<file path="config.mk">
export PLATFORM = sky130hd
export DESIGN_NAME = my_riscv_trap_ctrl_flat
export DESIGN_NICKNAME = d
export VERILOG_FILES = /design/src/rtl/my_riscv_defines.sv /design/src/rtl/my_riscv_trap_ctrl_if.sv /design/src/rtl/my_riscv_csr_regfile.sv /design/src/rtl/my_riscv_trap_ctrl.sv /design/src/flat_wrapper.sv
export SDC_FILE = /design/constraint.sdc
export NUM_CORES = 1
export LEC_CHECK = 0
export CORE_MARGIN = 2
export CORE_UTILIZATION = 51
export CTS_CLUSTER_DIAMETER = 50
export DETAILED_ROUTE_END_ITERATION = 6
export PLACE_DENSITY = 0.86
export SLEW_MARGIN = 20
export SYNTH_ARGS = -nofsm -noshare
export SYNTH_HDL_FRONTEND = slang
export SYNTH_SLANG_ARGS = --single-unit
export TNS_END_PERCENT = 30
</file>
<file path="constraint.sdc">
create_clock -name clk -period 3.4 [get_ports clk]
set_input_delay 0.68 -clock clk [delete_from_list [all_inputs] [get_ports clk]]
set_output_delay 0.68 -clock clk [all_outputs]
set_load 0.05 [all_outputs]
</file>
<file path="src/rtl/my_riscv_defines.sv">
// Shared RV32I constants: opcodes, CSR addresses, funct3/imm encodings, trap causes, trap FSM states.
// MY_RISCV_IRQ_EN makes mip a known CSR address.
package my_riscv_defines;

  localparam logic [6:0]  OP_SYSTEM   = 7'b1110011;

  localparam logic [11:0] CSR_MSTATUS = 12'h300;
  localparam logic [11:0] CSR_MISA    = 12'h301;
  localparam logic [11:0] CSR_MIE     = 12'h304;
  localparam logic [11:0] CSR_MTVEC   = 12'h305;
  localparam logic [11:0] CSR_MEPC    = 12'h341;
  localparam logic [11:0] CSR_MCAUSE  = 12'h342;
  localparam logic [11:0] CSR_MTVAL   = 12'h343;
  localparam logic [11:0] CSR_MIP     = 12'h344;

  localparam logic [2:0]  F3_PRIV     = 3'b000;
  localparam logic [2:0]  F3_CSRRW    = 3'b001;
  localparam logic [2:0]  F3_CSRRS    = 3'b010;
  localparam logic [2:0]  F3_CSRRC    = 3'b011;
  localparam logic [2:0]  F3_CSRRWI   = 3'b101;
  localparam logic [2:0]  F3_CSRRSI   = 3'b110;
  localparam logic [2:0]  F3_CSRRCI   = 3'b111;

  localparam logic [11:0] IMM_ECALL   = 12'h000;
  localparam logic [11:0] IMM_MRET    = 12'h302;
  localparam logic [11:0] IMM_WFI     = 12'h105;

  localparam logic [4:0]  CAUSE_INSTR_MISALIGNED = 5'd0;
  localparam logic [4:0]  CAUSE_ILLEGAL_INSTR    = 5'd2;
  localparam logic [4:0]  CAUSE_ECALL_M          = 5'd11;
  localparam logic [4:0]  INT_M_EXT              = 5'd11;

  localparam int MIE_BIT  = 3;
  localparam int MPIE_BIT = 7;
  localparam int MEIE_BIT = 11;

  // MPP is hardwired to machine mode, so these bits always read as set.
  localparam logic [31:0] MSTATUS_FIXED = 32'h0000_1800;

  typedef enum logic [1:0] {RUN, TRAP, RET, WFI} trap_state_e;

  function automatic logic [31:0] mk_cause(input logic intr, input logic [4:0] code);
    return {intr, 26'b0, code};
  endfunction

  function automatic logic csr_known(input logic [11:0] addr);
    logic known;
    case (addr)
      CSR_MSTATUS, CSR_MISA, CSR_MIE, CSR_MTVEC,
      CSR_MEPC, CSR_MCAUSE, CSR_MTVAL: known = 1'b1;
`ifdef MY_RISCV_IRQ_EN
      CSR_MIP:                         known = 1'b1;
`endif
      default:                         known = 1'b0;
    endcase
    return known;
  endfunction

endpackage

</file>
<file path="src/rtl/my_riscv_trap_ctrl_if.sv">
// EX-stage bus between the pipeline (master) and the trap controller (slave).
// MY_RISCV_IRQ_EN adds the external interrupt line irq_ext.
interface my_riscv_trap_ctrl_if;
  logic        ex_valid;
  logic [31:0] ex_instr;
  logic [31:0] ex_pc;
  logic [31:0] ex_rs1_data;
  logic        ex_illegal;
  logic        ex_misaligned;
  logic [31:0] ex_bad_addr;
  logic [31:0] csr_rdata;
  logic        flush;
  logic        redirect_valid;
  logic [31:0] redirect_pc;
  logic        stall;
`ifdef MY_RISCV_IRQ_EN
  logic        irq_ext;
`endif

  modport master (
`ifdef MY_RISCV_IRQ_EN
    output irq_ext,
`endif
    output ex_valid, ex_instr, ex_pc, ex_rs1_data, ex_illegal, ex_misaligned, ex_bad_addr,
    input  csr_rdata, flush, redirect_valid, redirect_pc, stall
  );

  modport slave (
`ifdef MY_RISCV_IRQ_EN
    input  irq_ext,
`endif
    input  ex_valid, ex_instr, ex_pc, ex_rs1_data, ex_illegal, ex_misaligned, ex_bad_addr,
    output csr_rdata, flush, redirect_valid, redirect_pc, stall
  );
endinterface

</file>
<file path="src/rtl/my_riscv_csr_regfile.sv">
// Machine-mode CSR storage with WARL masking and the read mux.
// MY_RISCV_IRQ_EN adds the mip mirror of irq_ext and exports MIE/MEIE.
module my_riscv_csr_regfile
  import my_riscv_defines::*;
#(
  parameter logic [31:0] MTVEC_RESET = 32'h0000_0100,
  parameter logic [31:0] MISA_VAL    = 32'h4000_0100
) (
  input  logic        clk,
  input  logic        rst,
`ifdef MY_RISCV_IRQ_EN
  input  logic        i_irqExt,
  output logic        o_mstatusMie,
  output logic        o_mieMeie,
`endif
  input  logic [11:0] i_addr,
  input  logic        i_we,
  input  logic [31:0] i_wdata,
  output logic [31:0] o_rdata,
  input  logic        i_trap,
  input  logic [31:0] i_trapPc,
  input  logic [31:0] i_trapCause,
  input  logic [31:0] i_trapVal,
  input  logic        i_mret,
  output logic [31:0] o_mtvec,
  output logic [31:0] o_mepc
);

  logic        r_mstatusMie;
  logic        r_mstatusMpie;
  logic        r_mieMeie;
  logic [31:0] r_mtvec;
  logic [31:0] r_mepc;
  logic [31:0] r_mcause;
  logic [31:0] r_mtval;
  logic [31:0] w_mstatus;
  logic [31:0] w_mie;

  always_comb begin
    w_mstatus           = MSTATUS_FIXED;
    w_mstatus[MIE_BIT]  = r_mstatusMie;
    w_mstatus[MPIE_BIT] = r_mstatusMpie;
    w_mie               = '0;
    w_mie[MEIE_BIT]     = r_mieMeie;
  end

  always_comb begin
    o_rdata = '0;
    case (i_addr)
      CSR_MSTATUS: o_rdata = w_mstatus;
      CSR_MISA:    o_rdata = MISA_VAL;
      CSR_MIE:     o_rdata = w_mie;
      CSR_MTVEC:   o_rdata = r_mtvec;
      CSR_MEPC:    o_rdata = r_mepc;
      CSR_MCAUSE:  o_rdata = r_mcause;
      CSR_MTVAL:   o_rdata = r_mtval;
`ifdef MY_RISCV_IRQ_EN
      CSR_MIP:     o_rdata = {20'b0, i_irqExt, 11'b0};
`endif
      default:     o_rdata = '0;
    endcase
  end

  // Trap entry, MRET and CSR writes are mutually exclusive; the priority order is only a safeguard.
  always_ff @(posedge clk) begin
    if (rst) begin
      r_mstatusMie  <= 1'b0;
      r_mstatusMpie <= 1'b0;
      r_mieMeie     <= 1'b0;
      r_mtvec       <= MTVEC_RESET & 32'hFFFF_FFFC;
      r_mepc        <= '0;
      r_mcause      <= '0;
      r_mtval       <= '0;
    end else if (i_trap) begin
      r_mepc        <= i_trapPc & 32'hFFFF_FFFC;
      r_mcause      <= i_trapCause;
      r_mtval       <= i_trapVal;
      r_mstatusMpie <= r_mstatusMie;
      r_mstatusMie  <= 1'b0;
    end else if (i_mret) begin
      r_mstatusMie  <= r_mstatusMpie;
      r_mstatusMpie <= 1'b1;
    end else if (i_we) begin
      case (i_addr)
        CSR_MSTATUS: begin
          r_mstatusMie  <= i_wdata[MIE_BIT];
          r_mstatusMpie <= i_wdata[MPIE_BIT];
        end
        CSR_MIE:     r_mieMeie <= i_wdata[MEIE_BIT];
        CSR_MTVEC:   r_mtvec   <= i_wdata & 32'hFFFF_FFFC;
        CSR_MEPC:    r_mepc    <= i_wdata & 32'hFFFF_FFFC;
        CSR_MCAUSE:  r_mcause  <= i_wdata;
        CSR_MTVAL:   r_mtval   <= i_wdata;
        default: ;
      endcase
    end
  end

  assign o_mtvec = r_mtvec;
  assign o_mepc  = r_mepc;
`ifdef MY_RISCV_IRQ_EN
  assign o_mstatusMie = r_mstatusMie;
  assign o_mieMeie    = r_mieMeie;
`endif

endmodule

</file>
<file path="src/rtl/my_riscv_trap_ctrl.sv">
// Trap sequencer: CSR decode, exception priority and the RUN/TRAP/RET/WFI FSM.
// MY_RISCV_IRQ_EN enables external interrupts and a stalling WFI; otherwise WFI is a NOP.
module my_riscv_trap_ctrl
  import my_riscv_defines::*;
#(
  parameter logic [31:0] MTVEC_RESET = 32'h0000_0100,
  parameter logic [31:0] MISA_VAL    = 32'h4000_0100
) (
  input  logic                 clk,
  input  logic                 rst,
  my_riscv_trap_ctrl_if.slave  bus
);

  trap_state_e r_state;
  trap_state_e w_nextState;

  logic [6:0]  w_opcode;
  logic [2:0]  w_funct3;
  logic [4:0]  w_rs1Field;
  logic [11:0] w_imm;
  logic        w_isSystem, w_isCsr, w_isPriv, w_isEcall, w_isMret;
  logic        w_csrIllegal, w_live, w_excTake, w_irqTake, w_trapTake;
  logic        w_mretTake, w_wfiTake, w_writeReq, w_csrWe;
  logic [31:0] w_src, w_rdata, w_wdata, w_cause, w_tval, w_mtvec, w_mepc;
`ifdef MY_RISCV_IRQ_EN
  logic        w_mstatusMie, w_mieMeie, w_irqPending;
`endif

  assign w_opcode   = bus.ex_instr[6:0];
  assign w_funct3   = bus.ex_instr[14:12];
  assign w_rs1Field = bus.ex_instr[19:15];
  assign w_imm      = bus.ex_instr[31:20];

  assign w_isSystem   = (w_opcode == OP_SYSTEM);
  assign w_isCsr      = w_isSystem && (w_funct3 != F3_PRIV);
  assign w_isPriv     = w_isSystem && (w_funct3 == F3_PRIV);
  assign w_isEcall    = w_isPriv && (w_imm == IMM_ECALL);
  assign w_isMret     = w_isPriv && (w_imm == IMM_MRET);
  assign w_csrIllegal = w_isCsr && (!csr_known(w_imm) || (w_funct3 == 3'b100));

  // Immediate forms carry a zero-extended uimm in the rs1 field; RS/RC with a zero field never write.
  assign w_src      = w_funct3[2] ? {27'b0, w_rs1Field} : bus.ex_rs1_data;
  assign w_writeReq = w_isCsr && ((w_funct3[1:0] == 2'b01) || (w_rs1Field != 5'd0));

  always_comb begin
    w_wdata = w_rdata;
    case (w_funct3[1:0])
      2'b01:   w_wdata = w_src;
      2'b10:   w_wdata = w_rdata | w_src;
      2'b11:   w_wdata = w_rdata & ~w_src;
      default: w_wdata = w_rdata;
    endcase
  end

  assign w_live = bus.ex_valid && (r_state == RUN);

`ifdef MY_RISCV_IRQ_EN
  assign w_irqPending = bus.irq_ext && w_mieMeie;
  assign w_irqTake    = w_live && w_mstatusMie && w_irqPending;
  assign w_wfiTake    = w_live && !w_trapTake && w_isPriv && (w_imm == IMM_WFI);
`else
  assign w_irqTake    = 1'b0;
  assign w_wfiTake    = 1'b0;
`endif

  assign w_excTake  = w_live && !w_irqTake &&
                      (bus.ex_misaligned || bus.ex_illegal || w_csrIllegal || w_isEcall);
  assign w_trapTake = w_irqTake || w_excTake;
  assign w_mretTake = w_live && !w_trapTake && w_isMret;
  assign w_csrWe    = w_live && !w_trapTake && w_writeReq;

  always_comb begin
    w_cause = mk_cause(1'b0, CAUSE_ECALL_M);
    w_tval  = '0;
    if (w_irqTake) begin
      w_cause = mk_cause(1'b1, INT_M_EXT);
    end else if (bus.ex_misaligned) begin
      w_cause = mk_cause(1'b0, CAUSE_INSTR_MISALIGNED);
      w_tval  = bus.ex_bad_addr;
    end else if (bus.ex_illegal || w_csrIllegal) begin
      w_cause = mk_cause(1'b0, CAUSE_ILLEGAL_INSTR);
      w_tval  = bus.ex_instr;
    end
  end

  assign bus.csr_rdata = (bus.ex_valid && w_isCsr) ? w_rdata : '0;

  my_riscv_csr_regfile #(
    .MTVEC_RESET (MTVEC_RESET),
    .MISA_VAL    (MISA_VAL)
  ) u_regfile (
    .clk          (clk),
    .rst          (rst),
`ifdef MY_RISCV_IRQ_EN
    .i_irqExt     (bus.irq_ext),
    .o_mstatusMie (w_mstatusMie),
    .o_mieMeie    (w_mieMeie),
`endif
    .i_addr       (w_imm),
    .i_we         (w_csrWe),
    .i_wdata      (w_wdata),
    .o_rdata      (w_rdata),
    .i_trap       (w_trapTake),
    .i_trapPc     (bus.ex_pc),
    .i_trapCause  (w_cause),
    .i_trapVal    (w_tval),
    .i_mret       (w_mretTake),
    .o_mtvec      (w_mtvec),
    .o_mepc       (w_mepc)
  );

  always_ff @(posedge clk) begin
    if (rst) r_state <= RUN;
    else     r_state <= w_nextState;
  end

  // TRAP and RET last exactly one cycle: that cycle carries the redirect and flush.
  always_comb begin
    w_nextState        = r_state;
    bus.redirect_valid = 1'b0;
    bus.flush          = 1'b0;
    bus.redirect_pc    = '0;
    bus.stall          = 1'b0;
    case (r_state)
      RUN: begin
        if (w_trapTake)      w_nextState = TRAP;
        else if (w_mretTake) w_nextState = RET;
        else if (w_wfiTake)  w_nextState = WFI;
      end
      TRAP: begin
        bus.redirect_valid = 1'b1;
        bus.flush          = 1'b1;
        bus.redirect_pc    = w_mtvec;
        w_nextState        = RUN;
      end
      RET: begin
        bus.redirect_valid = 1'b1;
        bus.flush          = 1'b1;
        bus.redirect_pc    = w_mepc;
        w_nextState        = RUN;
      end
      WFI: begin
`ifdef MY_RISCV_IRQ_EN
        if (w_irqPending) w_nextState = RUN;
        else              bus.stall   = 1'b1;
`else
        w_nextState = RUN;
`endif
      end
      default: w_nextState = RUN;
    endcase
  end

endmodule

</file>
<file path="src/flat_wrapper.sv">
// flat-port wrapper written by rule: the top's interface ports become plain ports
module my_riscv_trap_ctrl_flat import my_riscv_defines::*;
#(
  parameter logic [31:0] MTVEC_RESET = 32'h0000_0100,
  parameter logic [31:0] MISA_VAL    = 32'h4000_0100
)
  (clk, rst, bus_ex_valid, bus_ex_instr, bus_ex_pc, bus_ex_rs1_data, bus_ex_illegal, bus_ex_misaligned, bus_ex_bad_addr, bus_csr_rdata, bus_flush, bus_redirect_valid, bus_redirect_pc, bus_stall);
  my_riscv_trap_ctrl_if bus_i ();
  input  logic clk;
  input  logic rst;
  input wire logic [$bits(bus_i.ex_valid)-1:0] bus_ex_valid;
  input wire logic [$bits(bus_i.ex_instr)-1:0] bus_ex_instr;
  input wire logic [$bits(bus_i.ex_pc)-1:0] bus_ex_pc;
  input wire logic [$bits(bus_i.ex_rs1_data)-1:0] bus_ex_rs1_data;
  input wire logic [$bits(bus_i.ex_illegal)-1:0] bus_ex_illegal;
  input wire logic [$bits(bus_i.ex_misaligned)-1:0] bus_ex_misaligned;
  input wire logic [$bits(bus_i.ex_bad_addr)-1:0] bus_ex_bad_addr;
  output wire logic [$bits(bus_i.csr_rdata)-1:0] bus_csr_rdata;
  output wire logic [$bits(bus_i.flush)-1:0] bus_flush;
  output wire logic [$bits(bus_i.redirect_valid)-1:0] bus_redirect_valid;
  output wire logic [$bits(bus_i.redirect_pc)-1:0] bus_redirect_pc;
  output wire logic [$bits(bus_i.stall)-1:0] bus_stall;
  assign bus_i.ex_valid = bus_ex_valid;
  assign bus_i.ex_instr = bus_ex_instr;
  assign bus_i.ex_pc = bus_ex_pc;
  assign bus_i.ex_rs1_data = bus_ex_rs1_data;
  assign bus_i.ex_illegal = bus_ex_illegal;
  assign bus_i.ex_misaligned = bus_ex_misaligned;
  assign bus_i.ex_bad_addr = bus_ex_bad_addr;
  assign bus_csr_rdata = bus_i.csr_rdata;
  assign bus_flush = bus_i.flush;
  assign bus_redirect_valid = bus_i.redirect_valid;
  assign bus_redirect_pc = bus_i.redirect_pc;
  assign bus_stall = bus_i.stall;
  my_riscv_trap_ctrl #(.MTVEC_RESET(MTVEC_RESET), .MISA_VAL(MISA_VAL)) u_core (.clk(clk), .rst(rst), .bus(bus_i));
endmodule
</file>
==> implementation parameters <==
Parameter                              Value

Synth
  Average size of a mapped cell    7.71 um2
  Proportion of synthesized flip-flops having asynchronous set or reset    0
  Count of flip-flops with a built-in enable after synthesis    0
  Cells taking the most area after synthesis    sky130_fd_sc_hd__dfxtp_1 31%, sky130_fd_sc_hd__a21oi_1 8.2%, sky130_fd_sc_hd__nand2_1 8.1%
  Ys flop type    sky130_fd_sc_hd__dfxtp_1
  Cell with the most instances after synthesis    sky130_fd_sc_hd__nand2_1
  Share of synthesized area occupied by flip-flops and latches    0.306
  Cell Area, Synth    8450 um2
  Number of instances in the synthesized netlist    1096
  Total of warnings raised by yosys    0
  Flop and latch count out of synthesis    between 100 and 150
  Cell type with the largest total area after synthesis    sky130_fd_sc_hd__dfxtp_1
  Area share of the largest cell type after synthesis    0.306
  Distinct cell type count after synthesis    between 80 and 90
  List of most frequent post-synthesis cells    183 x sky130_fd_sc_hd__nand2_1, 139 x sky130_fd_sc_hd__a21oi_1, 129 x sky130_fd_sc_hd__dfxtp_1

Critical path
  Critical Setup Path Class    primary input to output port
  CP max FO    6
  CP max-delay cell    sky130_fd_sc_hd__a222oi_1
  Reg2Reg Capture Point    u_core.u_regfile.o_mtvec[17]$_SDFFE_PP0P_
  Delay of the slowest cell on the worst path    0.47 ns
  Cell Chain, Critical Path    dlygate4sd2_1 -> nand4bb_4 -> buf_6 -> nor3_4 -> buf_6 -> bufbuf_16 -> a222oi_1 -> nor2_1 -> buf_12
  Path depth of the worst reg2reg path    8
  Cell class contributing the biggest share of worst-path delay    buffers and inverters
  Buf+Inv Stages, Crit Path    5
  Most common cell on crit path    sky130_fd_sc_hd__buf_6
  Reg-to-reg slack, setup    1.00 ns
  Required time at the worst-slack endpoint    2.72 ns
  Endpoint class of the critical path    output port
  Critical register-to-register path startpoint    u_core.r_state[1]$_SDFFE_PP0P_
  Data arrival time of the critical path    2.68 ns
  Crit path launch type    primary input

Drt
  Residual DRC count    0
  Via count    10400
  Count of TritonRoute iterations in the first routing pass    7
  Routed WL    36000 um
  DRT iter0 DRCs    between 1500 and 2000
  Detail-routed net length per standard cell    22.7 um
  Drt via density    around 6.6
  Post-DRT Antenna Nets    0

Finish
  Count of nets after finishing    between 1000 and 1500
  Share of post-route cells with drive strength above 1    0.238
  Final cell count without fillers    about 1600
  Filler cell count in the final layout    ~1100
  Number of antenna diodes    0
  Area grow syn2layout    48.3%
  Flip-flop and latch area    2580 um2
  End-of-flow core utilization    0.764
  Area of the multi-input gates    5430 um2

Power and ir drop
  Power Total    4.37 mW
  Peak VDD IR    about 0.45 mV
  Total power divided by cell area    ~350 nW/um2
  Static Leakage    approximately 4.6 nW

GRT
  Wire length of the first global-routing pass    about 55000 um
  Largest net degree at the start of global routing    between 40 and 50
  Via count of the first global-routing pass    around 10000
  Remaining global-route overflow    0
  Antenna violations before repair    0
  Total global routing track utilization    0.397

Timing
  Worst clock skew on the final layout    approximately 0.010 ns
  Total Negative Setup Slacks    0 ns
  Actual transition at the worst max-transition pin    ~0.66 ns
  Hold Fails Final Rpt    0
  Max-slew violation total from the final report    0
  Final-report setup violation count    0
  Final period utilization    0.987
  Setup repair after global routing missed its margin    true
  Worst path setup slack after routing    ~0.044 ns
  Tmin final    about 3.4 ns
  Headroom to the max-slew limit    0.562
  F_max    0.298 GHz

Placed design
  RD Place Congestion    ~1
  Half-perimeter wire length after placement    24600 um
  Placed Cells    approximately 1500
  Number of buffer cells added on primary ports    194
  Post-Place Setup Slack    -0.239 ns

CTS
  Clk root buf    sky130_fd_sc_hd__clkbuf_16
  CTS tree    yes
  Clock-pin slew on the worst setup and hold paths    0.06 ns
  CTS buffer count    17
  Later-pin clock latency in the skew report    0.42 ns
  Clock buffer depth    2
  H-tree levels    4
  Number of sinks handled by clock tree synthesis    about 130

Run
  Max-cap viol count    0

Min path
  Hold Path Origin    u_core.u_regfile.r_mtval[9]$_SDFFE_PP0P_
  Hold path endpoint    u_core.u_regfile.r_mtval[9]$_SDFFE_PP0P_
  Count of cells along the worst hold path    2
  Class of the most critical hold timing path    flop to flop

Die
  Placement row count    47
  Starting Density    0.515
  Number of placed I/O pins    200
  Core region area    about 16000 um2
  Die Y    about 130 um
  Horizontal die dimension    ~130 um
  Die Outline Area    17600 um2

Outcome
  Run status    finished, final reports clean
final cells by class:
cell class	instances	share of cell area
Multi-Input combinational cell	857	0.433
Timing Repair Buffer	340	0.290
Sequential cell	129	0.206
Clock buffer	24	0.0400
Tap cell	220	0.0220
Clock inverter	7	0.00609
Inverter	10	0.00299
worst max-delay path by stage:
stage | startpoint | endpoint | slack, ns | cells after the start
final | bus_ex_instr[31] | bus_csr_rdata[29] | 0.04 | 9
after global routing | bus_ex_instr[25] | bus_csr_rdata[10] | -0.02 | 8
after global placement | bus_ex_instr[27] | u_core.u_regfile.r_mtval[7]$_SDFFE_PP0P_ | -0.24 | 10
after detailed placement | bus_ex_instr[27] | u_core.u_regfile.r_mtval[7]$_SDFFE_PP0P_ | -0.24 | 10
after floorplan | bus_ex_instr[21] | bus_csr_rdata[2] | 0.006 | 7
after CTS | bus_ex_instr[30] | bus_csr_rdata[29] | -0.05 | 9
per-stage QoR:
step                hold WS (ns)  cell area [um2]
floorplan                  0.419             8460
global placement           0.431            11800
detailed placement         0.440            11800
CTS                        0.448            12400
global route               0.469            12500
finish                     0.450            12500
metal layers:
metal	vias to the layer above	wire (um)	global-route usage
met5	-	0	0
met4	0	2380	0.237
met3	221	4420	0.0843
met2	901	16400	0.645
met1	4777	12800	0.484
li1	4518	-	-
kinds of logic after synthesis:
family | synth area share
AOI/OAI and AO/OA | 0.323
xor gates and xnor gates | 0.0228
adders and majority gates | 0.00444
buffers and inverters | 0.0616
DFF | 0.306
muxes | 0.0537
other | 0.000444
and+or+nand+nor | 0.228
power by group:
group	total (mW)	leakage [nW]	switching, mW	internal (mW)
combinational	0.945	3.29	0.517	0.429
clock	1.80	0.278	0.701	1.10
sequential	1.62	1.05	0.0450	1.58
repair_timing:
action                                  CTS  global route
endpoints found under the hold margin     0             0
hold buffers                              0             0
buffers inserted                          1             3
endpoints found under the setup margin   32            32
gates resized for setup                  14            19
cloned                                    2             1
pin swaps                                 5            13
worst reg2reg max path: stages, from the launching register on:
cell and delay [ns]:
sky130_fd_sc_hd__dfxtp_1 0.33, sky130_fd_sc_hd__inv_1 0.09, sky130_fd_sc_hd__ha_1 0.22, sky130_fd_sc_hd__and2_2 0.60
sky130_fd_sc_hd__nand3_1 0.21, sky130_fd_sc_hd__nor3_2 0.38, sky130_fd_sc_hd__buf_12 0.25, sky130_fd_sc_hd__nand2_1 0.09
sky130_fd_sc_hd__a21oi_1 0.17
cell usage in the layout, fill, tap and decap left out, types with 12 or more instances in the layout:
master,count
sky130_fd_sc_hd__a22oi_1,47
sky130_fd_sc_hd__clkdlybuf4s50_1,118
sky130_fd_sc_hd__buf_4,146
sky130_fd_sc_hd__clkbuf_16,19
sky130_fd_sc_hd__dfxtp_1,129
sky130_fd_sc_hd__mux2_2,27
sky130_fd_sc_hd__a222oi_1,24
sky130_fd_sc_hd__nor2b_1,59
sky130_fd_sc_hd__a21boi_2,12
sky130_fd_sc_hd__nand3_1,19
sky130_fd_sc_hd__nor2_1,56
sky130_fd_sc_hd__a22o_1,29
sky130_fd_sc_hd__buf_12,52
sky130_fd_sc_hd__o21ai_1,22
sky130_fd_sc_hd__a21oi_1,138
sky130_fd_sc_hd__mux2i_1,15
sky130_fd_sc_hd__nand2_1,183
sky130_fd_sc_hd__o21ai_0,42
sky130_fd_sc_hd__xnor2_1,22
flip-flops by register name (all words and copies together), names as in the netlist:
name	cells
u_core.r_state	2
u_core.u_regfile.r_mcause	32
u_core.u_regfile.o_mepc	30
u_core.u_regfile.r_mstatusMpie	1
u_core.u_regfile.r_mtval	32
u_core.u_regfile.o_mtvec	30
u_core.u_regfile.r_mieMeie	1
u_core.u_regfile.r_mstatusMie	1
(Power assumes the default switching activity.)
